<file path="src/rtl/rca_sched_pkg.sv">
// rtl/rca_sched_pkg.sv - shared types and constants for the nibble-serial add/sub scheduler
package rca_sched_pkg;

  localparam int RCA_W = 4;

  typedef enum logic [1:0] {
    IDLE = 2'd0,
    RUN  = 2'd1,
    DONE = 2'd2
  } state_t;

  typedef enum logic {
    REQ0 = 1'b0,
    REQ1 = 1'b1
  } req_id_t;

endpackage

</file>
<file path="src/rtl/rca_nibble_sched_if.sv">
// rtl/rca_nibble_sched_if.sv - two request ports and one result port of the scheduler
interface rca_nibble_sched_if #(
  parameter int NIBBLES = 4
);
  localparam int W = 4 * NIBBLES;

  logic         req0_valid;
  logic         req0_ready;
  logic [W-1:0] req0_a;
  logic [W-1:0] req0_b;
  logic         req0_sub;

  logic         req1_valid;
  logic         req1_ready;
  logic [W-1:0] req1_a;
  logic [W-1:0] req1_b;
  logic         req1_sub;

  logic         res_valid;
  logic         res_ready;
  logic [W-1:0] res_sum;
  logic         res_cout;
  logic         res_id;

  modport master (
    output req0_valid, req0_a, req0_b, req0_sub,
    output req1_valid, req1_a, req1_b, req1_sub,
    output res_ready,
    input  req0_ready, req1_ready,
    input  res_valid, res_sum, res_cout, res_id
  );

  modport slave (
    input  req0_valid, req0_a, req0_b, req0_sub,
    input  req1_valid, req1_a, req1_b, req1_sub,
    input  res_ready,
    output req0_ready, req1_ready,
    output res_valid, res_sum, res_cout, res_id
  );

endinterface

</file>
<file path="src/rtl/RCA.sv">
// rtl/RCA.sv - 4-bit ripple-carry adder
module RCA
  import rca_sched_pkg::*;
(
  input  logic [RCA_W-1:0] a,
  input  logic [RCA_W-1:0] b,
  input  logic             cin,
  output logic [RCA_W-1:0] sum,
  output logic             carry
);

  always_comb begin : ripple
    logic c;
    c   = cin;
    sum = '0;
    for (int i = 0; i < RCA_W; i++) begin
      sum[i] = a[i] ^ b[i] ^ c;
      c      = (a[i] & b[i]) | (c & (a[i] ^ b[i]));
    end
    carry = c;
  end

endmodule

</file>
<file path="src/rtl/rca_nibble_sched.sv">
// rtl/rca_nibble_sched.sv - round-robin shared RCA doing wide add/sub one nibble per cycle
module rca_nibble_sched
  import rca_sched_pkg::*;
#(
  parameter int NIBBLES = 4
) (
  input logic               clk,
  input logic               rst,
  rca_nibble_sched_if.slave bus
);

  localparam int W  = RCA_W * NIBBLES;
  localparam int IW = (NIBBLES > 1) ? $clog2(NIBBLES) : 1;
  localparam logic [IW-1:0] LAST_IDX = IW'(NIBBLES - 1);

  state_t          state_q;
  req_id_t         last_grant_q;
  req_id_t         id_q;
  logic [W-1:0]    a_q;
  logic [W-1:0]    b_q;
  logic [W-1:0]    sum_q;
  logic [IW-1:0]   idx_q;
  logic            carry_q;
  logic            res_valid_q;

  logic            grant0;
  logic            grant1;
  logic [W-1:0]    sel_a;
  logic [W-1:0]    sel_b;
  logic            sel_sub;
  logic [RCA_W-1:0] nib_a;
  logic [RCA_W-1:0] nib_b;
  logic [RCA_W-1:0] nib_sum;
  logic            nib_carry;

  // Contested cycles go to whoever was not granted last; a lone requester always wins.
  always_comb begin
    grant0 = 1'b0;
    grant1 = 1'b0;
    if (state_q == IDLE) begin
      grant0 = bus.req0_valid && (!bus.req1_valid || (last_grant_q == REQ1));
      grant1 = bus.req1_valid && (!bus.req0_valid || (last_grant_q == REQ0));
    end
  end

  always_comb begin
    sel_a   = grant1 ? bus.req1_a   : bus.req0_a;
    sel_b   = grant1 ? bus.req1_b   : bus.req0_b;
    sel_sub = grant1 ? bus.req1_sub : bus.req0_sub;
  end

  assign nib_a = a_q[RCA_W*int'(idx_q) +: RCA_W];
  assign nib_b = b_q[RCA_W*int'(idx_q) +: RCA_W];

  RCA u_rca (
    .a     (nib_a),
    .b     (nib_b),
    .cin   (carry_q),
    .sum   (nib_sum),
    .carry (nib_carry)
  );

  always_ff @(posedge clk) begin
    if (rst) begin
      state_q      <= IDLE;
      last_grant_q <= REQ1;
      id_q         <= REQ0;
      a_q          <= '0;
      b_q          <= '0;
      sum_q        <= '0;
      idx_q        <= '0;
      carry_q      <= 1'b0;
      res_valid_q  <= 1'b0;
    end else begin
      unique case (state_q)
        IDLE: begin
          if (grant0 || grant1) begin
            // Subtraction becomes a + ~b with the +1 fed in as the first carry.
            a_q          <= sel_a;
            b_q          <= sel_sub ? ~sel_b : sel_b;
            carry_q      <= sel_sub;
            id_q         <= grant1 ? REQ1 : REQ0;
            last_grant_q <= grant1 ? REQ1 : REQ0;
            idx_q        <= '0;
            state_q      <= RUN;
          end
        end
        RUN: begin
          sum_q[RCA_W*int'(idx_q) +: RCA_W] <= nib_sum;
          carry_q <= nib_carry;
          idx_q   <= idx_q + IW'(1);
          if (idx_q == LAST_IDX) begin
            state_q     <= DONE;
            res_valid_q <= 1'b1;
          end
        end
        DONE: begin
          if (bus.res_ready) begin
            res_valid_q <= 1'b0;
            state_q     <= IDLE;
          end
        end
        default: state_q <= IDLE;
      endcase
    end
  end

  assign bus.req0_ready = grant0;
  assign bus.req1_ready = grant1;
  assign bus.res_valid  = res_valid_q;
  assign bus.res_sum    = sum_q;
  assign bus.res_cout   = carry_q;
  assign bus.res_id     = id_q;

endmodule

</file>
<file path="src/flat_wrapper.sv">
// flat-port wrapper written by rule: the top's interface ports become plain ports
module rca_nibble_sched_flat import rca_sched_pkg::*;
#(
  parameter int NIBBLES = 4
)
  (clk, rst, bus_req0_valid, bus_req0_a, bus_req0_b, bus_req0_sub, bus_req1_valid, bus_req1_a, bus_req1_b, bus_req1_sub, bus_res_ready, bus_req0_ready, bus_req1_ready, bus_res_valid, bus_res_sum, bus_res_cout, bus_res_id);
  rca_nibble_sched_if #(.NIBBLES(NIBBLES)) bus_i ();
  input logic clk;
  input logic rst;
  input wire logic [$bits(bus_i.req0_valid)-1:0] bus_req0_valid;
  input wire logic [$bits(bus_i.req0_a)-1:0] bus_req0_a;
  input wire logic [$bits(bus_i.req0_b)-1:0] bus_req0_b;
  input wire logic [$bits(bus_i.req0_sub)-1:0] bus_req0_sub;
  input wire logic [$bits(bus_i.req1_valid)-1:0] bus_req1_valid;
  input wire logic [$bits(bus_i.req1_a)-1:0] bus_req1_a;
  input wire logic [$bits(bus_i.req1_b)-1:0] bus_req1_b;
  input wire logic [$bits(bus_i.req1_sub)-1:0] bus_req1_sub;
  input wire logic [$bits(bus_i.res_ready)-1:0] bus_res_ready;
  output wire logic [$bits(bus_i.req0_ready)-1:0] bus_req0_ready;
  output wire logic [$bits(bus_i.req1_ready)-1:0] bus_req1_ready;
  output wire logic [$bits(bus_i.res_valid)-1:0] bus_res_valid;
  output wire logic [$bits(bus_i.res_sum)-1:0] bus_res_sum;
  output wire logic [$bits(bus_i.res_cout)-1:0] bus_res_cout;
  output wire logic [$bits(bus_i.res_id)-1:0] bus_res_id;
  assign bus_i.req0_valid = bus_req0_valid;
  assign bus_i.req0_a = bus_req0_a;
  assign bus_i.req0_b = bus_req0_b;
  assign bus_i.req0_sub = bus_req0_sub;
  assign bus_i.req1_valid = bus_req1_valid;
  assign bus_i.req1_a = bus_req1_a;
  assign bus_i.req1_b = bus_req1_b;
  assign bus_i.req1_sub = bus_req1_sub;
  assign bus_i.res_ready = bus_res_ready;
  assign bus_req0_ready = bus_i.req0_ready;
  assign bus_req1_ready = bus_i.req1_ready;
  assign bus_res_valid = bus_i.res_valid;
  assign bus_res_sum = bus_i.res_sum;
  assign bus_res_cout = bus_i.res_cout;
  assign bus_res_id = bus_i.res_id;
  rca_nibble_sched #(.NIBBLES(NIBBLES)) u_core (.clk(clk), .rst(rst), .bus(bus_i));
endmodule
</file>
<file path="config.mk">
export PLATFORM = sky130hd
export DESIGN_NAME = rca_nibble_sched_flat
export DESIGN_NICKNAME = d
export VERILOG_FILES = /design/src/rtl/rca_sched_pkg.sv /design/src/rtl/rca_nibble_sched_if.sv /design/src/rtl/RCA.sv /design/src/rtl/rca_nibble_sched.sv /design/src/flat_wrapper.sv
export SDC_FILE = /design/constraint.sdc
export NUM_CORES = 1
export LEC_CHECK = 0
export CORE_UTILIZATION = 35
export DETAILED_ROUTE_END_ITERATION = 7
export PLACE_DENSITY_LB_ADDON = 0.2
export SYNTH_ARGS = -nofsm -noshare
export SYNTH_HDL_FRONTEND = slang
export SYNTH_SLANG_ARGS = --single-unit
</file>
<file path="constraint.sdc">
create_clock -name clk -period 4.1 [get_ports clk]
set_input_delay 1.025 -clock clk [delete_from_list [all_inputs] [get_ports clk]]
set_output_delay 1.025 -clock clk [all_outputs]
set_load 0.01 [all_outputs]
</file>
After elaboration in Yosys (flattened, before gate mapping)
Cells that the tools add are included.
{"block": "totals", "reg_bits": 56}
{"block": "op_classes", "bitwise": 22, "shifts": 4, "n_eq_ne": 6, "reduce_logical": 14, "add_sub_neg": 2, "n_mux": 19}
{"cell": "16-bit 2-to-1 mux", "n": 3}
{"cell": "4-bit negator with 33-bit output", "n": 1}
{"cell": "4-bit by 33-bit variable shift with 16-bit output, first input constant", "n": 1}
{"cell": "4-bit by 33-bit indexed part select with 16-bit output", "n": 1}
{"cell": "16-bit by 5-bit indexed part select with 4-bit output", "n": 2}
{"cell": "16-bit bitwise mux", "n": 1}
{"cell": "16-bit NOT", "n": 1}
{"cell": "1-bit AND", "n": 8}
{"cell": "2-bit 2-to-1 mux", "n": 4}
{"cell": "1-bit XOR", "n": 8}
{"cell": "1-bit 2-to-1 mux", "n": 7}
{"cell": "2-bit one-hot mux with 3 select lines", "n": 1}
{"cell": "3-bit AND reduction", "n": 2}
{"cell": "2-bit equality test, second input constant", "n": 2}
{"cell": "2-bit != test, second input constant", "n": 2}
{"cell": "1-bit OR", "n": 4}
{"cell": "1-bit one-hot mux with 2 select lines", "n": 2}
{"cell": "2-bit one-hot mux with 2 select lines", "n": 1}
{"cell": "2-bit AND reduction", "n": 2}
{"cell": "2-bit nonzero test", "n": 2}
{"cell": "1-bit logical OR", "n": 3}
{"cell": "2-bit by 1-bit adder with 2-bit output, second input constant", "n": 1}
{"cell": "2-bit by 1-bit equality test with 1-bit output, second input constant", "n": 1}
{"cell": "1-bit logical AND", "n": 2}
{"cell": "4 further kinds", "n": 5}

Logic depth before layout (Yosys ltp)
{"block": "depth", "ltp_word": 11, "ltp_mapped": 12, "ltp_nobuf": 11}

By module
From an unflattened synthesis, not the netlist that was laid out.
{"block": "unflattened", "cells_unflattened": 356, "area_unflattened_um2": 3215.6}
{"module": "rca_nibble_sched", "area_per_inst_um2": 3098.0, "n_inst": 1, "cells_per_inst": 342}
{"module": "RCA", "area_per_inst_um2": 117.6, "n_inst": 1, "cells_per_inst": 14}

Least setup slack after synthesis
No wires, ideal clock.
{"block": "synth_path", "kind": "reg2reg", "start": "reg u_core.idx_q[0]", "end": "reg u_core.sum_q[3], in the netlist u_core.bus.res_sum[3]", "path_buffers": 1, "t_arrival_ps": 2810, "setup_ps": 128, "required_time_ps": 3972, "stages_incl_launch_ff": 13, "setup_slack_ps": 1162, "path_cell_list": "dfxtp_1 -> buf_2 -> mux4_2 -> inv_1 -> fa_1 -> inv_1 -> fa_1 -> inv_1 -> fa_1 -> inv_1 -> fa_1 -> a22oi_1 -> nor2_1"}
{"block": "synth_between", "elab_chain_len": 11, "word_cells_on_any_way": 23, "cone_classes": "1 x add/sub; 4 x shift; 1 x mux; 17 x bitwise"}
{"element": "start: declaration", "line_no": "rca_nibble_sched.sv:22", "rtl": "logic [IW-1:0] idx_q;"}
{"element": "start signal: assignment", "line_no": "rca_nibble_sched.sv:91", "rtl": "idx_q <= idx_q + IW'(1);"}
{"element": "16-bit by 5-bit indexed part select with 4-bit output, on equally long branches", "line_no": "rca_nibble_sched.sv:52, rca_nibble_sched.sv:53"}
{"element": "1-bit XOR", "line_no": "RCA.sv:17, RCA.sv:18"}
{"element": "1-bit AND", "line_no": "RCA.sv:18", "rtl": "c = (a[i] & b[i]) | (c & (a[i] ^ b[i]));"}
{"element": "1-bit OR", "line_no": "RCA.sv:18"}
{"element": "1-bit AND", "line_no": "RCA.sv:18"}
{"element": "1-bit OR", "line_no": "RCA.sv:18"}
{"element": "1-bit AND", "line_no": "RCA.sv:18"}
{"element": "1-bit OR", "line_no": "RCA.sv:18"}
{"element": "1-bit XOR", "line_no": "RCA.sv:17", "rtl": "sum[i] = a[i] ^ b[i] ^ c;"}
{"element": "4-bit by 33-bit indexed part select with 16-bit output", "line_no": "rca_nibble_sched.sv:89", "rtl": "sum_q[RCA_W*int'(idx_q) +: RCA_W] <= nib_sum;"}
{"element": "16-bit bitwise mux *", "line_no": "rca_nibble_sched.sv:89"}
{"element": "end signal: indexed assignment", "line_no": "rca_nibble_sched.sv:89"}
{"element": "end: declaration", "line_no": "rca_nibble_sched.sv:21", "rtl": "logic [W-1:0] sum_q;"}
Every way passes the cells marked *; elsewhere a longest branch is shown, timed or not.
A chain may end at the register's enable or synchronous reset.

Final worst setup path
{"block": "layout_path", "start": "in bus_req1_valid", "end": "out bus_req1_ready"}
{"block": "layout_between", "elab_chain_len": 2}
{"element": "start: declaration", "line_no": "flat_wrapper.sv:14", "rtl": "input wire logic [$bits(bus_i.req1_valid)-1:0] bus_req1_valid;"}
{"element": "1-bit logical AND", "line_no": "rca_nibble_sched.sv:42", "rtl": "grant1 = bus.req1_valid && (!bus.req0_valid || (last_grant_q == REQ0));"}
{"element": "1-bit 2-to-1 mux", "line_no": "rca_nibble_sched.sv:40", "rtl": "if (state_q == IDLE) begin"}
{"element": "end: declaration", "line_no": "flat_wrapper.sv:20", "rtl": "output wire logic [$bits(bus_i.req1_ready)-1:0] bus_req1_ready;"}
No other way between the ends.

==> reports/metrics.yaml <==
status: "finished, final reports clean"
grt_pass1_wl_microns: 12800
critical_path.max_stage_delay_ps: 540
final_hold_viol_count: 0
htreeDepth: 2
max-clock-path-buffers: 2
via_per_inst: 5.03
maxCapViolCount: 0
syn_to_final_growth_pct: 31.8
max_slew_margin_pct: 22.2
syn_area_sq_um: 3200
synth.most_common_cell: "nand2_1"
cts_resized: 0
critPathLaunchType: "input pin"
final_nets: 512
start_util_pct: 36.5
yosys-top-cells-area: "dfxtp_1 35%, a311oi_2 7.5%, nand2_1 6.8%"
wl_microns: 7640
cts_tree: "done"
drtIter0Drc: 117
die-width_microns: 97.6
num_antenna_cells: 0
skew_ps: 11.4
yosysSeqAreaShare_pct: 35.1
die_area_sq_um: 9520
top_level_ports: 92
grt_pass1_vias: 2695
syn_nets: 435
critPathKind: "in2out"
power_density_nw_per_um2: 314
cpMostUsedCell: "clkdlybuf4s50_1"
critPathMaxFanout: 17
crit_path_end_kind: "output pin"
syn_avg_cell_area_sq_um: 9.03
ys_async_sr_fraction_pct: 0
synth_flop_cell: "dfxtp_1"
gp_congestion: 0.765
yosysTopAreaCell: "dfxtp_1"
clk_transition_reported_paths_ps: 100
post_cts_buffers: 0
drtAntennaViolNets: 0
die_h_microns: 97.6
fin_crit_ps: 3620
synth_edf_count: 0
worstPathRequired_ps: 3070
setup_violations: 0
synth_top_area_share_pct: 35.1
synth_cell_type_count: 42
power.leakage_nw: 1.52
syn_inst: 354
synth_warnings: 0
crit_buf_inv: 3
grt_usage_pct: 16.4
tightestPinTransition_ps: 1170
worstPathArrival_ps: 2600
slowest_stage: "clkdlybuf4s50_1"
synth-seq-cells: 56
period_share_pct: 88.4
ctsRootBufferMaster: "clkbuf_8"
rows: 34
worstSkewPairLatency_ps: 320
p_total_mw: 1.32
grt_overflow_total: 0
max-vdd-ir-drop_mv: 0.171
fmax_ghz: 0.276
setup_tns_ps: 0
core_area_sq_um: 8760
grt_max_degree: 57
cp_top_family: "buffers and inverters"
synth.top_cells.by_count: "58 x nand2_1, 56 x dfxtp_1, 39 x nor2_1"
drc_errors: 0
drive_gt1_share_pct: 11.1
drv_slew: 0
hpwlAfterDp_microns: 5710
worstPathCellList: "clkdlybuf4s50_1 > a21boi_4 > nand2_4 > clkinv_2 > clkdlybuf4s50_1"
holdBufCountCts: 0
vias: 2714
portBuffers: 91
first_pass_iters: 4
antenna_found_initial: 0
cts.sinks: 56
hp-class: "reg2reg"
rsz0062_at_grt: "no"
wl_per_cell_microns: 14.1
cts_made_buffers: 5
[power by group]
part / switching [mW] / internal [mW] / total (mW)
logic: 0.185 / 0.199 / 0.384
clock network: 0.187 / 0.139 / 0.325
registers: 0.0292 / 0.586 / 0.615
[logic make-up (layout without fill, tap and decap cells)]
kind of cell / Yosys count / in the layout / share of synthesized area [%]
AO/OA/AOI/OAI: 75 / 75 / 20.5
XOR/XNOR: 32 / 32 / 8.76
AND/OR/NAND/NOR: 133 / 133 / 18.2
flip-flops: 56 / 56 / 35.1
adder cells (fa/ha/maj): 10 / 10 / 4.85
buffers and inverters: 39 / 117 / 6.61
multiplexers: 9 / 9 / 5.99
[worst paths after layout]
check / cells after the start / startpoint / end / slack, ps
setup / recovery: 5 / bus_req1_valid / bus_req1_ready / 480
hold / removal: 2 / u_core.b_q[11]$_SDFFE_PP0P_ / u_core.b_q[11]$_SDFFE_PP0P_ / 460
setup reg to reg: 11 / u_core.idx_q[1]$_SDFFE_PP0P_ / u_core.bus.res_sum[3]$_SDFFE_PP0P_ / 970
hold reg to reg: 2 / u_core.b_q[11]$_SDFFE_PP0P_ / u_core.b_q[11]$_SDFFE_PP0P_ / 460
[metal layers]
metal	up-vias	share of wire, %	track usage, %
li1	1388	-	-
met1	1260	48	22.0
met2	60	48	27.7
met3	6	3.7	2.66
met4	0	0.65	3.73
met5	-	0	0
[cell type report]
type / instances / area [sq um]
clock buffer: 6 / 82.6
clock inverter: 2 / 13.8
multi-input combinational: 259 / 1870
tap: 108 / 135
inverter: 12 / 46.3
sequential: 56 / 1120
timing repair buffer: 97 / 951
fill: 836 / 4550
[flip-flops by register name (all words and copies together), names as in the netlist]
signal / cells
u_core.a_q: 16
u_core.b_q: 16
u_core.bus.res_cout: 1
u_core.bus.res_id: 1
u_core.bus.res_sum: 16
u_core.bus.res_valid: 1
u_core.idx_q: 2
u_core.last_grant_q: 1
u_core.state_q: 2
[through the flow]
stage	cell area [sq um]	worst slack (ps)	hold slack [ps]	cells	utilization, %
2_1_floorplan	3200	1160	433	354	-
3_3_place_gp	4120	489	443	532	47.0
3_5_place_dp	4120	466	448	532	47.0
4_1_cts	4220	457	463	540	48.1
5_1_grt	4220	405	481	540	48.1
6_report	4220	476	461	540	48.1
[cell usage in the layout (no fill, tap or decap), drive strengths merged, types with 12 or more instances in the layout]
cell type      Yosys  final
a21oi             20     20
a311oi            16     16
clkdlybuf4s50      0     90
dfxtp             56     56
inv               11     12
nand2             59     59
nand3             20     20
nor2              40     40
o211ai            16     16
xnor2             16     16
xor2              16     16
[tightest hold or removal path, stage by stage, from the launching register on]
cell,delay [ps]
dfxtp_1,320
nand2_1,50
a21oi_1,50
(Power assumes the default switching activity.)
